--- config.mk ---
export PLATFORM = sky130hd
export DESIGN_NAME = avalon_debug_poller
export DESIGN_NICKNAME = d
export VERILOG_FILES = /design/src/rtl/avalon_debug_poller.sv
export SDC_FILE = /design/constraint.sdc
export NUM_CORES = 1
export LEC_CHECK = 0
export CAP_MARGIN = 20
export CORE_ASPECT_RATIO = 1.25
export CORE_MARGIN = 5
export CORE_UTILIZATION = 34
export DETAILED_ROUTE_END_ITERATION = 12
export PLACE_DENSITY = 0.58
export SLEW_MARGIN = 10
export SYNTH_ARGS = -nofsm -noshare
export SYNTH_HDL_FRONTEND = slang
export SYNTH_SLANG_ARGS = --single-unit
--- constraint.sdc ---
create_clock -name clock -period 4.2 [get_ports clock]
set_input_delay 1.05 -clock clock [delete_from_list [all_inputs] [get_ports clock]]
set_output_delay 1.05 -clock clock [all_outputs]
set_load 0.02 [all_outputs]
--- src/rtl/avalon_debug_poller.sv ---
// Avalon-MM master that polls a debug status word, turns new sequence numbers into
// {seq, code, gap} records and streams them out through a first-word fall-through FIFO.
module avalon_debug_poller #(
  parameter int ADDR_WIDTH    = 1,
  parameter int POLL_ADDR     = 0,
  parameter int POLL_INTERVAL = 16,
  parameter int FIFO_DEPTH    = 8,
  parameter int TIMEOUT       = 255
) (
  input  logic                  clock,
  input  logic                  reset,
  input  logic                  io_enable,
  output logic [ADDR_WIDTH-1:0] io_Avalon_address,
  output logic                  io_Avalon_read,
  input  logic [63:0]           io_Avalon_readdata,
  output logic                  io_Avalon_write,
  output logic [63:0]           io_Avalon_writedata,
  input  logic                  io_Avalon_waitrequest,
  output logic                  io_out_valid,
  input  logic                  io_out_ready,
  output logic [7:0]            io_out_seq,
  output logic [4:0]            io_out_code,
  output logic [7:0]            io_out_gap,
  output logic [15:0]           io_dropped,
  output logic                  io_timeout
);

  localparam logic [1:0] ST_IDLE = 2'd0;
  localparam logic [1:0] ST_READ = 2'd1;
  localparam logic [1:0] ST_EVAL = 2'd2;
  localparam logic [1:0] ST_WAIT = 2'd3;

  localparam int TMO_W = (TIMEOUT > 1) ? $clog2(TIMEOUT) : 1;
  localparam int INT_W = (POLL_INTERVAL > 1) ? $clog2(POLL_INTERVAL) : 1;
  localparam int PTR_W = $clog2(FIFO_DEPTH);
  localparam int CNT_W = PTR_W + 1;
  localparam logic [TMO_W-1:0] TMO_LAST = TMO_W'(TIMEOUT - 1);
  localparam logic [INT_W-1:0] INT_LAST = INT_W'(POLL_INTERVAL - 1);
  localparam logic [CNT_W-1:0] CNT_FULL = CNT_W'(FIFO_DEPTH);

  logic [1:0]       state_r;
  logic             read_r;
  logic [7:0]       smp_seq_r;
  logic [4:0]       smp_code_r;
  logic [7:0]       last_seq_r;
  logic [TMO_W-1:0] tmo_cnt_r;
  logic [INT_W-1:0] int_cnt_r;
  logic             timeout_r;

  logic [20:0]      mem_r [FIFO_DEPTH];
  logic [PTR_W-1:0] wr_ptr_r;
  logic [PTR_W-1:0] rd_ptr_r;
  logic [CNT_W-1:0] count_r;
  logic [15:0]      dropped_r;

  logic             push_req_s;
  logic             push_s;
  logic             pop_s;
  logic             drop_s;
  logic             full_s;
  logic [7:0]       gap_s;
  logic [20:0]      head_s;
  logic             unused_bits_s;

  assign unused_bits_s = ^io_Avalon_readdata[55:5];

  // Push/pop/drop decisions for the record FIFO; a full FIFO still takes a push on a pop cycle.
  always_comb begin
    full_s     = (count_r == CNT_FULL);
    pop_s      = (count_r != {CNT_W{1'b0}}) && io_out_ready;
    push_req_s = (state_r == ST_EVAL) && (smp_seq_r != last_seq_r);
    push_s     = push_req_s && (!full_s || pop_s);
    drop_s     = push_req_s && full_s && !pop_s;
    gap_s      = smp_seq_r - last_seq_r - 8'd1;
    head_s     = mem_r[rd_ptr_r];
  end

  // Poll sequencer: issues the read, handles stall timeout and the inter-poll wait.
  always_ff @(posedge clock) begin
    if (reset) begin
      state_r    <= ST_IDLE;
      read_r     <= 1'b0;
      smp_seq_r  <= 8'd0;
      smp_code_r <= 5'd0;
      last_seq_r <= 8'd0;
      tmo_cnt_r  <= {TMO_W{1'b0}};
      int_cnt_r  <= {INT_W{1'b0}};
      timeout_r  <= 1'b0;
    end else begin
      case (state_r)
        ST_IDLE: begin
          if (io_enable) begin
            state_r   <= ST_READ;
            read_r    <= 1'b1;
            tmo_cnt_r <= {TMO_W{1'b0}};
          end
        end
        ST_READ: begin
          if (!io_Avalon_waitrequest) begin
            smp_seq_r  <= io_Avalon_readdata[63:56];
            smp_code_r <= io_Avalon_readdata[4:0];
            read_r     <= 1'b0;
            state_r    <= ST_EVAL;
          end else if (tmo_cnt_r == TMO_LAST) begin
            read_r    <= 1'b0;
            timeout_r <= 1'b1;
            int_cnt_r <= {INT_W{1'b0}};
            state_r   <= ST_WAIT;
          end else begin
            tmo_cnt_r <= tmo_cnt_r + {{(TMO_W-1){1'b0}}, 1'b1};
          end
        end
        ST_EVAL: begin
          // last_seq advances even when the record is dropped for lack of space
          last_seq_r <= smp_seq_r;
          int_cnt_r  <= {INT_W{1'b0}};
          state_r    <= ST_WAIT;
        end
        ST_WAIT: begin
          if (int_cnt_r == INT_LAST) begin
            if (io_enable) begin
              state_r   <= ST_READ;
              read_r    <= 1'b1;
              tmo_cnt_r <= {TMO_W{1'b0}};
            end else begin
              state_r <= ST_IDLE;
            end
          end else begin
            int_cnt_r <= int_cnt_r + {{(INT_W-1){1'b0}}, 1'b1};
          end
        end
        default: begin
          state_r <= ST_IDLE;
          read_r  <= 1'b0;
        end
      endcase
    end
  end

  // Record FIFO storage, pointers, occupancy and the saturating drop counter.
  always_ff @(posedge clock) begin
    if (reset) begin
      for (int i = 0; i < FIFO_DEPTH; i++) begin
        mem_r[i] <= 21'd0;
      end
      wr_ptr_r  <= {PTR_W{1'b0}};
      rd_ptr_r  <= {PTR_W{1'b0}};
      count_r   <= {CNT_W{1'b0}};
      dropped_r <= 16'd0;
    end else begin
      if (push_s) begin
        mem_r[wr_ptr_r] <= {smp_seq_r, smp_code_r, gap_s};
        wr_ptr_r        <= wr_ptr_r + {{(PTR_W-1){1'b0}}, 1'b1};
      end
      if (pop_s) begin
        rd_ptr_r <= rd_ptr_r + {{(PTR_W-1){1'b0}}, 1'b1};
      end
      case ({push_s, pop_s})
        2'b10:   count_r <= count_r + {{(CNT_W-1){1'b0}}, 1'b1};
        2'b01:   count_r <= count_r - {{(CNT_W-1){1'b0}}, 1'b1};
        default: count_r <= count_r;
      endcase
      if (drop_s && (dropped_r != 16'hFFFF)) begin
        dropped_r <= dropped_r + 16'd1;
      end
    end
  end

  assign io_Avalon_address   = ADDR_WIDTH'(POLL_ADDR);
  assign io_Avalon_read      = read_r;
  assign io_Avalon_write     = 1'b0;
  assign io_Avalon_writedata = 64'd0;
  assign io_out_valid        = (count_r != {CNT_W{1'b0}});
  assign io_out_seq          = head_s[20:13];
  assign io_out_code         = head_s[12:8];
  assign io_out_gap          = head_s[7:0];
  assign io_dropped          = dropped_r;
  assign io_timeout          = timeout_r;

endmodule
* Word level (Yosys, flattened, before mapping) *
Memory sizes are Yosys's and may differ from the RTL's. A register that Yosys moved wholly into a read port is not among the register bits.
Index checks and enable logic that the tools add are counted.

storage, ports and cells
  flip-flop bits (word level) = 63
  bits in writable memories = 168
  input bits = 69
  output and inout bits = 106
  word-level logic and storage cells = 92
  memories kept = 1

operators by class
  $add $sub $neg = 9
  equality and inequality tests = 17
  muxes and demuxes = 31
  bitwise operators = 1
  reductions and logical operators = 21

memories
  memory  words  width  read ports  clocked after Yosys merged registers in  wr ports  line  source
  mem_r   8      21     1           1                                        8         50    logic [20:0] mem_r [FIFO_DEPTH];

operators with widths
  cell                                              count
  2-to-1 mux 8 bit                                  4
  one-hot mux 8 bit (3 select lines)                1
  2-to-1 mux 21 bit                                 1
  OR reduction 21 bit                               1
  adder 16 x 1 -> 16 bit, second input constant     1
  inequality test 16 bit, second input constant     1
  2-to-1 mux 4 bit                                  3
  inequality test 2 bit, second input constant      6
  one-hot mux 4 bit (3 select lines)                1
  2-to-1 mux 1 bit                                  11
  2-to-1 mux 3 bit                                  3
  AND reduction 3 bit                               3
  adder 4 x 1 -> 4 bit, second input constant       2
  adder 8 x 1 -> 8 bit, second input constant       1
  == test 4 bit, second input constant              2
  == test 8 bit, second input constant              1
  2-to-1 mux 2 bit                                  4
  inequality test 8 bit                             1
  one-hot mux 2 bit (4 select lines)                1
  one-hot mux 4 bit (2 select lines)                1
  AND reduction 4 bit                               2
  subtractor 8 x 1 -> 8 bit, second input constant  1
  subtractor 8 bit                                  1
  adder 3 x 1 -> 3 bit, second input constant       2
  14 further kinds                                  24

* Depth between registers and ports, before layout *
  depth in word-level cells = 9
  mapped depth = 12
  depth with buffers taken out = 11

* Worst setup path before layout *
OpenSTA, ideal clock, no wires.

  path kind = reg-to-reg
  start point = register smp_seq_r[5]
  end point = register count_r[3]
  setup time = 121 ps
  arrival time = 2,904 ps
  required time = 4,079 ps
  path slack = 1,176 ps
  stages on the path, launching flop included = 12
  path buffers = 1
  clock period less this slack = 3,024 ps
  path through = dfxtp_1 ha_1 nand4_1 o31ai_2 buf_2 nand2_1 inv_1 ha_1 a21o_1 a21oi_1 mux2i_1 mux2_2

on the way
  word-level cells in the longest chain between the ends = 5
  elaborated cells between the ends (all ways) = 7
  those cells by class = 3 x eq/ne; 1 x mux; 3 x reduce/logical

RTL lines
  item                                                                      line  source
  start: declaration                                                        43    logic [7:0] smp_seq_r;
  start signal: assignment                                                  100   smp_seq_r <= io_Avalon_readdata[63:56];
  inequality test 8 bit *                                                   71    push_req_s = (state_r == ST_EVAL) && (smp_seq_r != last_seq_r);
  logical AND 1 bit *                                                       71
  logical AND 1 bit *                                                       72    push_s = push_req_s && (!full_s || pop_s);
  == test 2 x 1 -> 1 bit or == test 2 bit (tied branches)                   158   case ({push_s, pop_s})
  one-hot mux 4 bit (2 select lines) or nonzero test 2 bit (tied branches)  n/a
  end signal: assignment                                                    159   2'b10: count_r <= count_r + {{(CNT_W-1){1'b0}}, 1'b1};
  end signal: assignment                                                    160   2'b01: count_r <= count_r - {{(CNT_W-1){1'b0}}, 1'b1};
  end signal: assignment                                                    161   default: count_r <= count_r;
  end: declaration                                                          53    logic [CNT_W-1:0] count_r;

Every way passes the cells marked *; elsewhere a longest branch is shown, timed or not.
A chain may end at the register's enable or synchronous reset.

==> flow_metrics.py <==
metrics = {
    "critical_path": {
        "critPathBufInv": 2,
        "path_cells": "buf_12, mux4_2, mux2_2, clkdlybuf4s50_1",
        "r2r_slack_ns": 1.03,
        "r2r-end": "count_r[3]$_SDFFE_PP0P_",
        "slowest_delay_ns": 0.56,
        "crit_arrival_ns": 2.73,
        "r2r_cells": 11,
        "r2r_start": "smp_seq_r[0]$_SDFFE_PP0P_",
        "criticalPathCategory": "reg2out",
        "startpoint_type": "flop",
        "crit_path_max_fanout": 21,
        "slowest_stage": "dfxtp_2",
        "critical_path.top_delay_family": "buffers and inverters",
        "required_ns": 3.15,
        "crit_path_end_kind": "output pin",
    },
    "sta": {
        "worst_pin_slew_ns": 1.023,
        "finalWorstPathRequiredPeriod_ns": 3.780,
        "setup_viol": 0,
        "rsz0062_at_grt": "no",
        "finalSetupTns_ns": 0,
        "fmax_ghz": 0.2645,
        "skew_ns": 0.01917,
        "fin_crit_sh_pct": 90.00,
        "slew_viol_final": 0,
        "hold_viol": 0,
        "worst_slack_ns": 0.4199,
        "relSlewSlack_pct": 31.27,
    },
    "placement": {
        "place_worst_setup_slack_ns": 0.6801,
        "dp.cells": 1389,
        "dp_hpwl_um": 17030,
        "port_buffers": 57,
        "gp_congestion": 0.7714,
    },
    "power_and_ir_drop": {
        "p_leak_nw": 4.805,
        "ir_drop_v": 0.0002466,
        "power_density_nw_per_um2": 507.3,
        "power.total_mw": 6.659,
    },
    "yosys": {
        "synth_enable_flop_cells": 168,
        "ys_seq_elements": 234,
        "synth_seq_area_share_pct": 56.23,
        "netlist-cell-type-count": 57,
        "syn-instance-count": 919,
        "yosys_warnings": 0,
        "synth.cell_area_um2": 11320,
        "ys.flop_type": "edfxtp_1",
        "syn_avg_cell_area_um2": 12.32,
        "yosys.area.top_type_share_pct": 44.56,
        "synth_top_cell_by_area": "edfxtp_1",
        "synthTopCellsByArea": "edfxtp_1, dfxtp_1, mux4_2",
        "async_flop_share_pct": 0,
    },
    "clock_network": {
        "cts_setup_buffers": 0,
        "htreeDepth": 1,
        "cts_tree": "done",
        "cts.clk_slew.worst_paths_ns": 0.06,
        "clock-root-buffer": "clkbuf_16",
        "clock_path_buffers": 3,
        "postCtsResizedCells": 0,
        "cts_buffers": 24,
        "clkLatencyLatePin_ns": 0.52,
        "clkSinkCount": 234,
        "cts_hold_buf": 0,
    },
    "die": {
        "pin_count": 175,
        "dieWidth_um": 173.2,
        "fp-row-count": 74,
        "dieArea_um2": 37070,
        "die_h_um": 214.0,
        "core_um2": 32780,
        "start_util_pct": 34.54,
    },
    "detailed_routing": {
        "dr.pass1.iters": 4,
        "via_per_inst": 4.828,
        "ant_nets": 0,
        "detailroute.via_count": 6919,
        "drt_iter0_drc": 283,
        "drt_wl_total_um": 25680,
        "wl_per_cell_um": 17.92,
        "drc": 0,
    },
    "final_layout": {
        "final_cell_mix": "edfxtp_1, and2_1, nor2_1, conb_1, dfxtp_1",
        "final_util_pct": 40.05,
        "layout_commonest_cell": "edfxtp_1",
        "final_nets": 1088,
        "area_growth_syn_to_layout_pct": 15.94,
        "instances_no_fill": 1433,
        "drive_gt1_share_pct": 14.99,
    },
    "grt": {
        "grt.total_usage_pct": 13.58,
        "grt_max_degree": 57,
        "globalRoute.totalOverflow": 0,
        "grt_pass1_vias": 7126,
        "grt_pass1_wl_um": 40610,
        "antenna_found_initial": 1,
    },
    "run_status": {
        "status": "completed",
    },
    "job": {
        "maxCapViolCount": 0,
    },
    "min_path": {
        "min_path_type": "reg2reg",
        "hold_path_depth": 2,
        "hold_start": "rd_ptr_r[1]$_SDFFE_PP0N_",
    },
}
metrics by stage:
stage          hold slack [ns]  area (um2)
6_report                0.4815       13130
5_1_grt                 0.5009       13130
4_1_cts                 0.4764       13120
3_5_place_dp            0.4685       12390
3_3_place_gp            0.4656       12390
2_1_floorplan           0.4541       11570
worst max path at each step:
stage,startpoint,to,slack [ns],cells after the start
after floorplan,smp_seq_r[5]$_SDFFE_PP0P_,count_r[3]$_SDFFE_PP0P_,1.18,11
after global placement,io_out_ready,count_r[3]$_SDFFE_PP0P_,0.67,9
after detailed placement,io_out_ready,count_r[3]$_SDFFE_PP0P_,0.68,9
after CTS,flop,io_out_seq[1],0.35,4
after global routing,flop,io_out_code[3],0.27,4
final,flop,io_out_code[3],0.42,4
power by group:
part | total (mW) | internal, mW | leakage (nW) | switching (mW)
combinational | 1.89 | 0.857 | 2.18 | 1.03
sequential | 2.75 | 2.61 | 2.27 | 0.134
clock | 2.02 | 1.14 | 0.357 | 0.880
total | 6.66 | 4.61 | 4.81 | 2.05
cell type report:
class                           count  area [um2]
Tap cell                          418       523.0
Multi-Input combinational cell    619        4486
Antenna cell                        1       2.502
Fill cell                        3162       19650
Timing Repair Buffer               95       925.9
Clock inverter                     15       97.59
Clock buffer                       28       636.9
Inverter                           23       86.33
Sequential cell                   234        6369
state kept, by name, summed over array words and instances (netlist names), 2 cells and up, named ones only:
register	cells
wr_ptr_r	3
int_cnt_r	4
io_dropped	16
smp_seq_r	8
state_r	2
tmo_cnt_r	8
rd_ptr_r	3
smp_code_r	5
count_r	4
last_seq_r	8
mem_r	168
cell usage after synthesis, types with 3 or more instances:
cell type and number:
edfxtp_1 168, and2_1 124, nor2_1 80, buf_4 66, dfxtp_1 66, nand2_1 55
mux4_2 42, a21oi_1 36, clkbuf_1 30, mux2_2 24, nand3_1 23, inv_1 22
ha_1 20, mux2i_1 12, nor3_1 12, nor3b_1 12, o21ai_0 11, buf_1 10
xor2_1 10, xnor2_1 9, and3_1 7, nand4_1 7, nor4_1 6, and4_1 5
or3_1 5, or4_1 5, nand3b_1 4, nor2b_1 4, o31ai_1 4, nor4b_1 3
tightest hold or removal path, delay by kind of cell, from the launching register on:
family,cells,cell delay [ns]
and+or+nand+nor,1,0.05
AOI/OAI and AO/OA,1,0.07
DFF,1,0.31
kinds of logic after synthesis:
| kind of cell | Yosys count | synth area share (%) |
|---|---|---|
| other cells | 1 | 0.03312 |
| mux | 78 | 11.80 |
| simple gates | 360 | 17.08 |
| flops | 234 | 56.23 |
| buf+inv | 131 | 6.608 |
| xor+xnor | 20 | 1.613 |
| compound gates | 73 | 4.067 |
| fa+ha+maj | 22 | 2.564 |
layer usage:
layer | track usage [%] | wire, um | share of wire (%)
met5 | 0 | 0 | 0
met4 | 3.833 | 614 | 2.4
met3 | 1.710 | 878 | 3.4
met2 | 25.55 | 13720 | 53
met1 | 16.24 | 10470 | 41
(Power assumes the default switching activity.)
==> patch, RTL diff (same settings) <==
One comparison of `tmo_cnt_r` changes from == to >=.
--- a/src/rtl/avalon_debug_poller.sv
+++ b/src/rtl/avalon_debug_poller.sv
@@ -101,7 +101,7 @@
             smp_code_r <= io_Avalon_readdata[4:0];
             read_r     <= 1'b0;
             state_r    <= ST_EVAL;
-          end else if (tmo_cnt_r == TMO_LAST) begin
+          end else if (tmo_cnt_r >= TMO_LAST) begin
             read_r    <= 1'b0;
             timeout_r <= 1'b1;
             int_cnt_r <= {INT_W{1'b0}};
Check against the original RTL: no difference found for any inputs over 4 cycles, from zero or initial values and one cycle with reset high; that may be too few to reach the edited logic, so the function may still have changed.
==> patch against the original RTL <==
- total power is 2.3% higher
- final area is 0.26% higher
- wire length is 3.7% higher
- largest power group unchanged
- sequential cell count stayed put
- synthesized cell count is 1.8% higher
- highest routed layer is now met5
- worst hold slack worse by 0.031 ns
- area after synthesis is 0.49% higher
- setup slack better by 0.041 ns
- critical path depth stayed put
==> patch: results (changes against the original RTL) <==
- Routed length on met1: 10500 um (-0.14%)
- R2R Path Start: smp_seq_r[0]$_SDFFE_PP0P_
- Detailed placement HPWL: 17200 um (+0.83%)
- Dominant cells by area after synthesis: edfxtp_1 44%, dfxtp_1 12%, mux4_2 8.3%
- Post-CTS Setup Repair Bufs: 0 (unchanged)
- Hold Startpoint: tmo_cnt_r[7]$_SDFFE_PP0P_
- Min-delay worst type: reg -> reg
- Cts repair resizes: 0 (unchanged)
- Worst skew pair latency: 0.51 ns
- Synth cell count leaders: 168 x edfxtp_1, 88 x nor2_1, 67 x and3_1, 66 x buf_4, 66 x dfxtp_1
- DR WL met2: 14200 um (+3.2%)
- CP arrival: 2.69 ns (-0.04 ns)
- Clock sink count: 234 (unchanged)
- Port-buffer cells: 57 (unchanged)
- Status: complete, no violations
- Via-to-Cell Ratio: 4.92 (+1.8%)
- H-tree depth: 1 (unchanged)
- Gr usage total: 14.0% (+0.40 points)
- Share of layout cells above drive strength 1: 14.6% (-0.43 points)
- GP Congestion: 0.805 (+4.3%)
- Drt pass-1 iters: 4 (unchanged)
- Fin nets: 1097 (+0.83%)
- First-pass GRT wire length: 41200 um (+1.4%)
- Leakage: 5.00 nW (+4.0%)
- Max VDD drop: 0.000292 V (+18%)
- Cells on Worst Hold Path: 2 (unchanged)
- Clock-pin slew on the worst setup and hold paths: 0.06 ns (about the same)
- Largest net degree at the start of global routing: 43 (-25%)
- Vias in the first global route: 7279 (+2.1%)
- Clock Path Buffers: 3 (unchanged)
- # setup viols final: 0 (unchanged)
- Post-synthesis sequential area ratio: 56.0% (-0.27 points)
- Top routing layer used: met5
- Synth Flop Type: edfxtp_1
- Max FFs per register: 168 (unchanged)
- R2R depth: 7 (-4)
- Top reg by flops: mem_r
- EDFF count, synth: 168 (unchanged)
- Antenna cells: 0 (-1)
- Routed wl met3: 1380 um (+57%)
- Synth unique cells: 56 (-1.8%)
- Post-Route WL: 26600 um (+3.7%)
- Crit path max fanout: 16 (-24%)
- CTS Buf Count: 25 (+4.2%)
- Initial antenna violation count: 1 (unchanged)
- Slew of the pin with the lowest slew margin: 1.00 ns (-0.0222 ns)
- Ys Warns: 0 (unchanged)
- Clk_skew: 0.0101 ns (-0.00903 ns)
- Crit path launch type: flip-flop
- Fraction of registers with async set/reset: 0% (unchanged)
- Number of DRC markers in iteration 0: 424 (+50%)
- Root Buffer Master: clkbuf_16
[patch: cell count changes in the layout (fill, tap and decap cells not counted), sizes merged, moves of 5 or more]
cell / delta
and2: -63
nand2b: +10
nor3b: -8
inv: +6
and3: +60
clkbuf: +5
nor3: -6
clkinv: -5
nor2: +8
a21oi: +6
nand3: -10
or4: -5
[patch: metal layers]
layer	vias to the layer above	global-route usage [%]
li1	3409	-
met4	2	3.78
met1	3493	16.2
met2	169	26.6
met5	-	0
met3	35	2.22
[patch: final timing paths]
check | slack (ns) | endpoint
worst min register to register | 0.45 | tmo_cnt_r[7]$_SDFFE_PP0P_
worst max register to register | 0.97 | mem_r[3][8]$_SDFFCE_PN0P_
worst min-delay path | 0.45 | tmo_cnt_r[7]$_SDFFE_PP0P_
worst max-delay path | 0.46 | io_out_seq[4]
[patch: power breakdown]
group / switching, W / internal (W) / total [W]
Clock: 0.000901 / 0.00123 / 0.00213
Sequential: 0.000114 / 0.00261 / 0.00272
Combinational: 0.00111 / 0.000852 / 0.00196
Total: 0.00212 / 0.00469 / 0.00681
[patch: layout make-up]
| type | count | area, um2 |
|---|---|---|
| Clock buffer | 33 | 696 |
| Clock inverter | 11 | 100 |
| Fill cell | 3154 | 20200 |
| Inverter | 28 | 105 |
| Multi-Input combinational cell | 625 | 4500 |
| Sequential cell | 234 | 6370 |
| Tap cell | 423 | 529 |
| Timing Repair Buffer | 92 | 866 |
[patch: logic make-up (layout without fill, tap and decap cells)]
| logic type | Yosys count | count (layout) | share of synthesized area (%) |
|---|---|---|---|
| other cells | 1 | 66 | 0.0330 |
| fa+ha+maj | 22 | 22 | 2.55 |
| simple gates | 345 | 345 | 16.2 |
| xor+xnor | 21 | 21 | 1.62 |
| flops | 234 | 234 | 56.0 |
| mux | 76 | 76 | 11.5 |
| compound gates | 95 | 95 | 5.26 |
| buf+inv | 142 | 164 | 6.87 |
[patch: critical path, stage by stage (launching register included)]
cell             delay [ns]
dfxtp_2                0.68
buf_4                  0.31
mux4_2                 0.32
mux2_2                 0.30
clkdlybuf4s50_1        0.55
[patch: stage by stage]
stage | total power [W] | cell area, um2 | instances | setup slack [ns] | utilization (%)
final | 0.00681 | 13200 | 1446 | 0.461 | 39.5
after global routing | 0.00716 | 13200 | 1446 | 0.363 | 39.5
after CTS | 0.00690 | 13200 | 1446 | 0.393 | 39.5
after detailed placement | 0.00476 | 12400 | 1402 | 0.622 | 37.1
after global placement | 0.00473 | 12400 | 1402 | 0.677 | 37.1
after floorplan | 0.00413 | 11600 | 1001 | 1.18 | -
